==> src/rtl/pg_carry_resolver.sv <==
// Serial propagate/generate carry resolver.
// Takes one 4-bit P/G group per beat, LSB group first, and resolves its carries in lookahead
// form. The sum is built a nibble at a time, and the whole-word group propagate/generate is
// folded in as each beat arrives. The result is held until the consumer accepts it.
module pg_carry_resolver #(
    parameter int unsigned NUM_GROUPS = 4
) (
    input  logic                      clk,
    input  logic                      rst,
    input  logic                      in_valid,
    output logic                      in_ready,
    input  logic [3:0]                in_p,
    input  logic [3:0]                in_g,
    input  logic                      in_cin,
    output logic                      out_valid,
    input  logic                      out_ready,
    output logic [4*NUM_GROUPS-1:0]   out_sum,
    output logic                      out_cout,
    output logic                      out_gp,
    output logic                      out_gg
);

    localparam int unsigned CW = (NUM_GROUPS > 1) ? $clog2(NUM_GROUPS) : 1;
    localparam logic [CW-1:0] LAST_BEAT = CW'(NUM_GROUPS - 1);

    typedef enum logic [0:0] {StCollect, StResult} state_t;

    state_t          state_q;
    logic [CW-1:0]   beat_q;
    logic            carry_q;

    logic            first_beat;
    logic            accept;
    logic [4:0]      c;
    logic [3:0]      sum_nib;
    logic            grp_p;
    logic            grp_g;
    logic            gp_base;
    logic            gg_base;

    // Handshake is driven by the state register; reset blocks acceptance right away.
    assign in_ready   = (state_q == StCollect) && !rst;
    assign out_valid  = (state_q == StResult);
    assign accept     = in_valid && in_ready;
    assign first_beat = (beat_q == '0);

    // Lookahead carries and group P/G for the current beat.
    always_comb begin
        c       = '0;
        c[0]    = first_beat ? in_cin : carry_q;
        for (int i = 0; i < 4; i++) begin
            c[i+1] = in_g[i] | (in_p[i] & c[i]);
        end
        sum_nib = in_p ^ c[3:0];
        grp_p   = &in_p;
        grp_g   = in_g[3] | (in_p[3] & in_g[2]) | (in_p[3] & in_p[2] & in_g[1])
                | (in_p[3] & in_p[2] & in_p[1] & in_g[0]);
        // Beat 0 starts a new fold, so the previous word's gp/gg are ignored.
        gp_base = first_beat ? 1'b1 : out_gp;
        gg_base = first_beat ? 1'b0 : out_gg;
    end

    // Collect beats, then hold the result until the consumer takes it.
    always_ff @(posedge clk) begin
        if (rst) begin
            state_q  <= StCollect;
            beat_q   <= '0;
            carry_q  <= 1'b0;
            out_sum  <= '0;
            out_cout <= 1'b0;
            out_gp   <= 1'b0;
            out_gg   <= 1'b0;
        end else begin
            unique case (state_q)
                StCollect: begin
                    if (accept) begin
                        out_sum[4*int'(beat_q) +: 4] <= sum_nib;
                        carry_q <= c[4];
                        out_gp  <= gp_base & grp_p;
                        out_gg  <= grp_g | (grp_p & gg_base);
                        if (beat_q == LAST_BEAT) begin
                            out_cout <= c[4];
                            beat_q   <= '0;
                            state_q  <= StResult;
                        end else begin
                            beat_q <= beat_q + 1'b1;
                        end
                    end
                end
                StResult: begin
                    if (out_ready) begin
                        state_q <= StCollect;
                        beat_q  <= '0;
                    end
                end
                default: state_q <= StCollect;
            endcase
        end
    end

endmodule

==> config.mk <==
export PLATFORM = sky130hd
export DESIGN_NAME = pg_carry_resolver
export DESIGN_NICKNAME = d
export VERILOG_FILES = /design/src/rtl/pg_carry_resolver.sv
export SDC_FILE = /design/constraint.sdc
export NUM_CORES = 1
export LEC_CHECK = 0
export ABC_AREA = 1
export ABC_CLOCK_PERIOD_IN_PS = 3300
export CAP_MARGIN = 20
export CORE_MARGIN = 2
export CORE_UTILIZATION = 58
export CTS_BUF_LIST = sky130_fd_sc_hd__clkbuf_2 sky130_fd_sc_hd__clkbuf_4 sky130_fd_sc_hd__clkbuf_8
export CTS_CLUSTER_DIAMETER = 120
export DETAILED_ROUTE_END_ITERATION = 10
export DONT_BUFFER_PORTS = 1
export GPL_TIMING_DRIVEN = 0
export HOLD_SLACK_MARGIN = 0.12
export PLACE_DENSITY = 0.86
export SYNTH_ARGS = -nofsm -noshare
export SYNTH_HDL_FRONTEND = slang
export SYNTH_SLANG_ARGS = --single-unit
==> constraint.sdc <==
create_clock -name clk -period 3.3 [get_ports clk]
set_clock_uncertainty 0.2 [all_clocks]
set_input_delay 0.495 -clock clk [delete_from_list [all_inputs] [get_ports clk]]
set_output_delay 0.495 -clock clk [all_outputs]
set_load 0.01 [all_outputs]
==> metrics, run 1 <==
Synth area leader dfxtp_1; clock sinks 23; Comb power frac 26.2%; clk slew on worst S/H paths 0.12 ns; H-tree depth 1; first-pass GRT wire length slightly above 4000 um; core outline area 1982 um2; count of pins over their slew limit 0; largest net degree at the start of global routing 14; Sw Share between 30 and 40%; syn_nets 179; peak per-stage delay on the critical path 0.38 ns; Rel. slew slack between 60 and 70%; Clk pwr share between 20% and 30%; outcome completed; clk buf depth 2; IO Count 34; Yosys cell types 21; CTS root buffer clkbuf_4; vias per cell 5.389; worst slew pin tran ~0.47 ns; Synth area leaders dfxtp_1 (37%), ha_1 (10%), nand2_1 (8.9%); GR Util All Layers 20.66%; Power Total roughly 0.59 mW; cell with the most instances after synthesis nand2_1; DRT iter0 DRCs 23; share of the synthesized area in the top cell type 37.44%; Initial Utilization 62.06%; Post-Syn Area 1230 um2; Layout area overhead 12.72%; Die H 50.05 um; Critical Path Source Type register; internal power 0.3938 mW; wire per inst 13.63 um; share of cells above drive strength 1 21.08%; DRT Pass-1 Iters 4; synthesis-stage register bit count 23; WS Path Type register to register; via count between 1000 and 1500; Mean Syn Cell Area 7.884 um2; Fmax ~320 MHz; Crit. End Element register; total CTS buffers 3; Data arrival, critical path 3.23 ns; Tcrit/Tclk final 96.14%; Min Hold Slack 0.1312 ns; number of global-route vias before repair 993; gpl congestion around 0.81; DRC 0; NumNets Final 190; die width about 50 um; worst path cell trace inv_4 > ha_4 > inv_4 > nand2_1 > nand2_1 > ha_1 > or2_2 > ha_1 > or2_2 > ha_1 > or2_4 > ha_4 > inv_1 > nor3_2 > nand3_1 > a21oi_1; Placed Cells roughly 180; Max-cap violations 0; Post-synth EDFFs 0; Synth Flop Type dfxtp_1; PortBufs 0; routed wire length 2630 um; yosys warns 0; worst-path fanout max 8; Most common cell on crit path ha_1; row cnt 16; Static Leak 0.5818 nW; CTS tree built; Congestion Overflow GR 0; worst vdd ir approximately 0.32 mV; Seq/Total Area, Yosys between 30% and 40%; Mapped Cells 156; initial antenna violation count 0; fin cells 193; PwrDens 424.4 nW/um2; Detail Route Antenna Nets 0; Post-CTS Hold Buffers 0; Async S/R FF share, synth 0%; dpl hpwl 1893 um; commonest cells in the netlist nand2_1 (29), dfxtp_1 (23), a21oi_1 (18); Worst Path Required 3.36 ns; worst-skew pair later-pin latency 0.31 ns; Hold Crit Class input pin to register; Sequential Power Share ~52%; n_diodes 0; min Tclk post-route 3.172 ns; switching power 0.1945 mW; die area about 2500 um2; Fin. Hold Viols 0; CP max-delay cell dfxtp_4; # setup viols final 0
[area by class of cell]
type / instances / area (um2)
buffer: 2 / 15.01
clock buffer: 3 / 22.52
multi-input combinational: 115 / 721.9
clock inverter: 1 / 5.005
fill: 152 / 595.6
timing repair buffer: 6 / 45.04
tap: 27 / 33.78
sequential: 23 / 467.9
inverter: 16 / 75.07
[state kept, by name (all words and copies together) (netlist names)]
signal and flops:
out_sum 16, out_cout 1, out_valid 1, out_gp 1, out_gg 1, beat_q 2
carry_q 1
[metal layers]
metal  up-vias  track usage (%)  part of all wire, %
met4         0            7.870                  1.2
met2        37            36.18                   52
met3         5            4.545                  5.6
met5         -                0                    0
li1        530                -                    -
met1       468            24.20                   42
[path summary, 6_finish.rpt]
path              from  slack [ns]         end  cells after the start
max          beat_q[1]        0.13  out_sum[7]                     16
max reg2reg  beat_q[1]        0.13  out_sum[7]                     16
min          out_ready        0.13   out_valid                      3
min reg2reg     out_gp        0.31      out_gp                      2
[metrics by stage]
step	TNS [ns]	util [%]	instance area, um2	setup slack (ns)
after floorplan	0	-	1230	0.1268
after global placement	-0.2928	63.76	1264	-0.1488
after detailed placement	-0.5998	63.76	1264	-0.2035
after CTS	0	66.22	1313	0.03590
after global routing	-0.01535	69.95	1386	-0.01535
final	0	69.95	1386	0.1275
[cells in the final DEF, fill, tap and decap left out, types with 3 or more instances in the layout]
cell type	Yosys	final
nor2_8	4	4
inv_1	10	9
nand3_1	14	14
or2_2	4	3
nor2_1	17	17
nand2_1	29	29
dfxtp_1	23	21
clkbuf_4	0	3
ha_1	10	8
a21oi_1	18	18
buf_4	0	6
inv_2	5	3
o21ai_1	10	10
[cell families after synthesis]
family,count (synthesis),share of synthesized area (%)
and+or+nand+nor,76,33.98
DFF,23,37.44
adders and majority gates,10,10.17
buffers and inverters,18,6.511
AOI/OAI and AO/OA,29,11.90
[critical path: cells and delay by family, from the launching register on]
kind | cells | cell delay (ns)
fa+ha+maj | 5 | 0.96
compound gates | 1 | 0.15
buf+inv | 3 | 0.18
flops | 1 | 0.38
simple gates | 7 | 1.26
[power by group through the flow]
stage	Combinational, mW	Clock [mW]	Sequential, mW
after global routing	0.170	0.140	0.306
after CTS	0.129	0.132	0.305
final	0.154	0.130	0.304
after global placement	0.117	0	0.309
after floorplan	0.101	0	0.307
after detailed placement	0.122	0	0.310
[repair_timing]
item	4_1_cts	5_1_grt
pin swaps	0	4
setup endpoints to repair	5	5
gates resized for setup	6	8
setup buffers	0	6
Note: power is estimated with default switching activity, not from simulation.
==> run 2, diff against run 1 <==
--- a/config.mk
+++ b/config.mk
@@ -16,7 +16,7 @@
 export DONT_BUFFER_PORTS = 1
 export GPL_TIMING_DRIVEN = 0
 export HOLD_SLACK_MARGIN = 0.12
-export PLACE_DENSITY = 0.86
+export PLACE_DENSITY = 0.84
 export SYNTH_ARGS = -nofsm -noshare
 export SYNTH_HDL_FRONTEND = slang
 export SYNTH_SLANG_ARGS = --single-unit
==> metrics, run 2 (synthesized netlist as in run 1, its figures left out) <==
outcome completed; worst-skew pair later-pin latency slightly above 0.3 ns; Final Cell Area around 1400 um2; DRT Pass-1 Iters 4; vias per cell roughly 5.6; Max-cap violations 0; Fin. Hold Viols 0; GR Util All Layers 22.03%; PortBufs 0; final core utilization 71.78%; HP Start out_ready; NumNets Final 194; Congestion Overflow GR 0; Crit. End Element register; row cnt 16; worst reg-to-reg setup slack around 0.11 ns; fillers 133; worst slew pin tran 0.4523 ns; DRT iter0 DRCs 37; IO Count 34; CTS tree built; hold path endpoint out_valid; Power Total about 0.6 mW; worst vdd ir 0.3624 mV; Sw Share 33.14%; Reg-to-Reg Start beat_q[1]; hold-critical path depth 3; Die H 50.05 um; Rel. slew slack 69.84%; Min Hold Slack 0.1333 ns; Tcrit/Tclk final 96.81%; count of pins over their slew limit 0; clock sinks 23; Clk pwr share 21.4%; number of global-route vias before repair slightly above 1000; dpl hpwl between 1500 and 2000 um; initial antenna violation count 0; commonest non-fill, non-tap cell in the layout nand2_1; Data arrival, critical path 3.25 ns; Setup crit start beat_q[1]; Static Leak about 0.60 nW; worst-path fanout max 8; largest net degree at the start of global routing 14; r2r worst-path depth 16; number of flip-flops under the largest register name 16; Reg with most FFs out_sum; DRC 0; CTS root buffer clkbuf_4; n_diodes 0; dpl cell area 1264 um2; min Tclk post-route 3.195 ns; WS Path Type register to register; Final TNS setup 0 ns; Initial Utilization a little over 60%; clk buf depth 2; Worst Path Required 3.35 ns; Fmax roughly 310 MHz; # setup viols final 0; Hold Crit Class input pin to register; worst r2r dst out_sum[15]; die area 2505 um2; total CTS buffers 3; Detail Route Antenna Nets 0; PwrDens 423.1 nW/um2; share of cells above drive strength 1 23.53%; H-tree depth 1; core outline area 1982 um2; Critical Path Source Type register; via count 1104; top flop regs out_sum x16, beat_q x2; first-pass GRT wire length ~4300 um; clk slew on worst S/H paths 0.12 ns; routed wire length between 2000 and 3000 um; switching power 0.1995 mW; commonest non-fill, non-tap cells in the layout nand2_1 (29), dfxtp_1 (21), a21oi_1 (18), nor2_1 (17), nand3_1 (14); Sequential Power Share around 51%; wire per inst 14.69 um; internal power 0.4024 mW; Layout area overhead 15.67%; die width 50.05 um; Comb power frac roughly 28%; gpl congestion 0.8000
## run 2: cell count changes in the layout (fill, tap and decap cells not counted)
cell,delta
buf_4,+4
inv_4,+1
nor3_4,+1
ha_1,-1
nor3_2,-1
inv_6,-1
ha_2,+1
## run 2: final cells by class
type	instances	area, um2	area share (%)
buffer	2	15.01	1.055
clock buffer	3	22.52	1.583
clock inverter	1	5.005	0.3518
inverter	16	72.57	5.101
multi-input combinational	115	730.7	51.36
sequential	23	467.9	32.89
tap	27	33.78	2.375
timing repair buffer	10	75.07	5.277
## run 2: power by group through the flow
stage,combinational [mW],sequential [mW],clock (mW)
3_5_place_dp,0.121,0.310,0
2_1_floorplan,0.101,0.307,0
6_report,0.169,0.305,0.128
3_3_place_gp,0.117,0.309,0
5_1_grt,0.184,0.306,0.147
4_1_cts,0.129,0.304,0.134
## run 2: critical path, cell delays in order (launching register included)
cell and delay [ns]:
dfxtp_4 0.38, inv_4 0.07, ha_4 0.16, inv_4 0.06, nand2_1 0.07, nand2_1 0.05, ha_1 0.17, or2_2 0.30
ha_2 0.17, or2_2 0.27, ha_1 0.18, or2_4 0.25, ha_4 0.27, inv_1 0.06, nor3_4 0.22, nand3_1 0.11
a21oi_1 0.15
## run 2: through the flow
| stage | cells | setup WS, ns |
|---|---|---|
| after detailed placement | 183 | -0.2534 |
| final | 197 | 0.1054 |
| after CTS | 188 | 0.0006337 |
| after floorplan | 156 | 0.1268 |
| after global routing | 197 | -0.05966 |
| after global placement | 183 | -0.1504 |
## run 2: what timing repair did
item,4_1_cts,5_1_grt
endpoints found under the setup margin,5,5
cloned,0,0
pin swaps,0,4
gates resized for setup,4,11
setup buffers,1,9
hold buffers,0,0
## run 2: worst max path at each step
stage / end / slack (ns)
2_1_floorplan: out_sum[15] / 0.13
5_1_grt: out_sum[7] / -0.06
3_3_place_gp: out_sum[7] / -0.15
6_report: out_sum[15] / 0.11
4_1_cts: out_sum[15] / 0.0006
3_5_place_dp: out_sum[15] / -0.25
## run 2: layer usage
metal	track usage (%)	vias up	wire length (um)
met3	5.455	10	195
li1	-	543	-
met5	0	-	0
met1	25.61	507	1169
met4	12.04	0	79
met2	36.62	44	1449
==> run 3, diff against run 2 <==
--- a/config.mk
+++ b/config.mk
@@ -17,6 +17,7 @@
 export GPL_TIMING_DRIVEN = 0
 export HOLD_SLACK_MARGIN = 0.12
 export PLACE_DENSITY = 0.84
+export SETUP_SLACK_MARGIN = 0.02
 export SYNTH_ARGS = -nofsm -noshare
 export SYNTH_HDL_FRONTEND = slang
 export SYNTH_SLANG_ARGS = --single-unit
==> metrics, run 3 (synthesized netlist as in run 1, its figures left out) <==
largest net degree at the start of global routing 14; min Tclk post-route 3.171 ns; final core utilization a little under three quarters; Hold Crit Class input pin to register; core outline area 1982 um2; commonest non-fill, non-tap cells in the layout nand2_1 (29), dfxtp_1 (21), a21oi_1 (18), nor2_1 (17), nand3_1 (14); wire per inst between 10 and 15 um; CTS root buffer clkbuf_4; via count 1110; fin cells 197; CTS tree built; n_diodes 0; count of pins over their slew limit 0; dpl hpwl about 1900 um; first-pass GRT wire length 4271 um; die width 50.05 um; number of global-route vias before repair between 1000 and 1500; top flop regs out_sum x16, beat_q x2; # setup viols final 0; Tcrit/Tclk final 96.08%; Worst Path Required 3.35 ns; worst path cell trace inv_4 > ha_4 > inv_4 > nand2_1 > nand2_1 > ha_1 > or2_2 > ha_2 > or2_2 > ha_1 > or2_4 > ha_4 > inv_2 > nor3_4 > nand3_1 > a21oi_1; fillers 133; Critical Path Source Type register; worst-skew pair later-pin latency 0.31 ns; Placed Cells 183; Congestion Overflow GR 0; share of cells above drive strength 1 24.12%; dpl cell area ~1300 um2; DRT Pass-1 Iters 4; PwrDens 423.9 nW/um2; total CTS buffers 3; Final Cell Area about 1400 um2; GR Util All Layers 22.03%; PortBufs 0; Post-CTS Hold Buffers 0; initial antenna violation count 0; Crit path buffers/inverters 3; routed wire length 2904 um; Data arrival, critical path 3.22 ns; number of flip-flops under the largest register name 16; IO Count 34; Detail Route Antenna Nets 0; Initial Utilization 62.06%; dpl ws -0.2534 ns; worst vdd ir about 0.36 mV; outcome completed; Fmax between 300 and 400 MHz; NumNets Final 194; die area 2505 um2; row cnt 16; worst-path fanout max 8; Crit. End Element register; Setup WS post-layout 0.1295 ns; worst slew pin tran about 0.45 ns; Min Hold Slack ~0.13 ns; clk slew on worst S/H paths 0.12 ns; peak per-stage delay on the critical path 0.38 ns; clk buf depth 2; H-tree depth 1; WS Path Type register to register; Crit path max-delay family simple AND/OR/NAND/NOR gates; Fin. Hold Viols 0; area of the multi-input gates between 700 and 800 um2; Die H about 50 um; CP max-delay cell dfxtp_4; Static Leak 0.6012 nW; Rel. slew slack 69.87%; Sequential Area 467.9 um2; commonest non-fill, non-tap cell in the layout nand2_1; Max-cap violations 0; Layout area overhead 15.67%; DRT iter0 DRCs 37; Reg with most FFs out_sum; vias per cell 5.635; clock sinks 23; gpl congestion 0.8000; DRC 0
run 3: layer usage:
| layer | vias up | GRT usage [%] | share of wire, % |
|---|---|---|---|
| li1 | 543 | - | - |
| met1 | 513 | 25.61 | 40 |
| met2 | 44 | 36.62 | 50 |
| met3 | 10 | 5.455 | 6.7 |
| met4 | 0 | 12.04 | 2.7 |
| met5 | - | 0 | 0 |
run 3: final timing paths:
path | end | from | cells after the start | slack (ns)
max | out_sum[15] | beat_q[1] | 16 | 0.13
min | out_valid | out_ready | 3 | 0.13
max reg2reg | out_sum[15] | beat_q[1] | 16 | 0.13
min reg2reg | out_gp | out_gp | 2 | 0.30
run 3: report_power, final:
| part | internal, mW | switching, mW |
|---|---|---|
| Combinational | 0.0675 | 0.102 |
| Sequential | 0.290 | 0.0149 |
| Clock | 0.0454 | 0.0834 |
run 3: area by class of cell:
class                      instances  area share (%)
inverter                          16           5.101
timing repair buffer              10           5.277
multi-input combinational        115           51.36
clock buffer                       3           1.583
buffer                             2           1.055
clock inverter                     1          0.3518
tap                               27           2.375
sequential                        23           32.89
run 3: worst register-to-register path, stage by stage, from the launching register on:
cell	delay (ns)
dfxtp_4	0.38
inv_4	0.07
ha_4	0.16
inv_4	0.06
nand2_1	0.07
nand2_1	0.05
ha_1	0.17
or2_2	0.30
ha_2	0.17
or2_2	0.27
ha_1	0.18
or2_4	0.25
ha_4	0.27
inv_2	0.04
nor3_4	0.21
nand3_1	0.11
a21oi_1	0.15
run 3: through the flow:
stage / setup TNS [ns] / power [mW]
global placement: -0.3001 / 0.4265
global route: -0.05745 / 0.6382
finish: 0 / 0.6030
CTS: 0 / 0.5677
floorplan: 0 / 0.4081
detailed placement: -0.7339 / 0.4311
run 3: repair_timing:
item | 4_1_cts | 5_1_grt
gates resized for setup | 5 | 11
hold endpoints to repair | 0 | 0
pin swaps | 0 | 4
endpoints found under the setup margin | 5 | 5
buffers inserted | 1 | 9
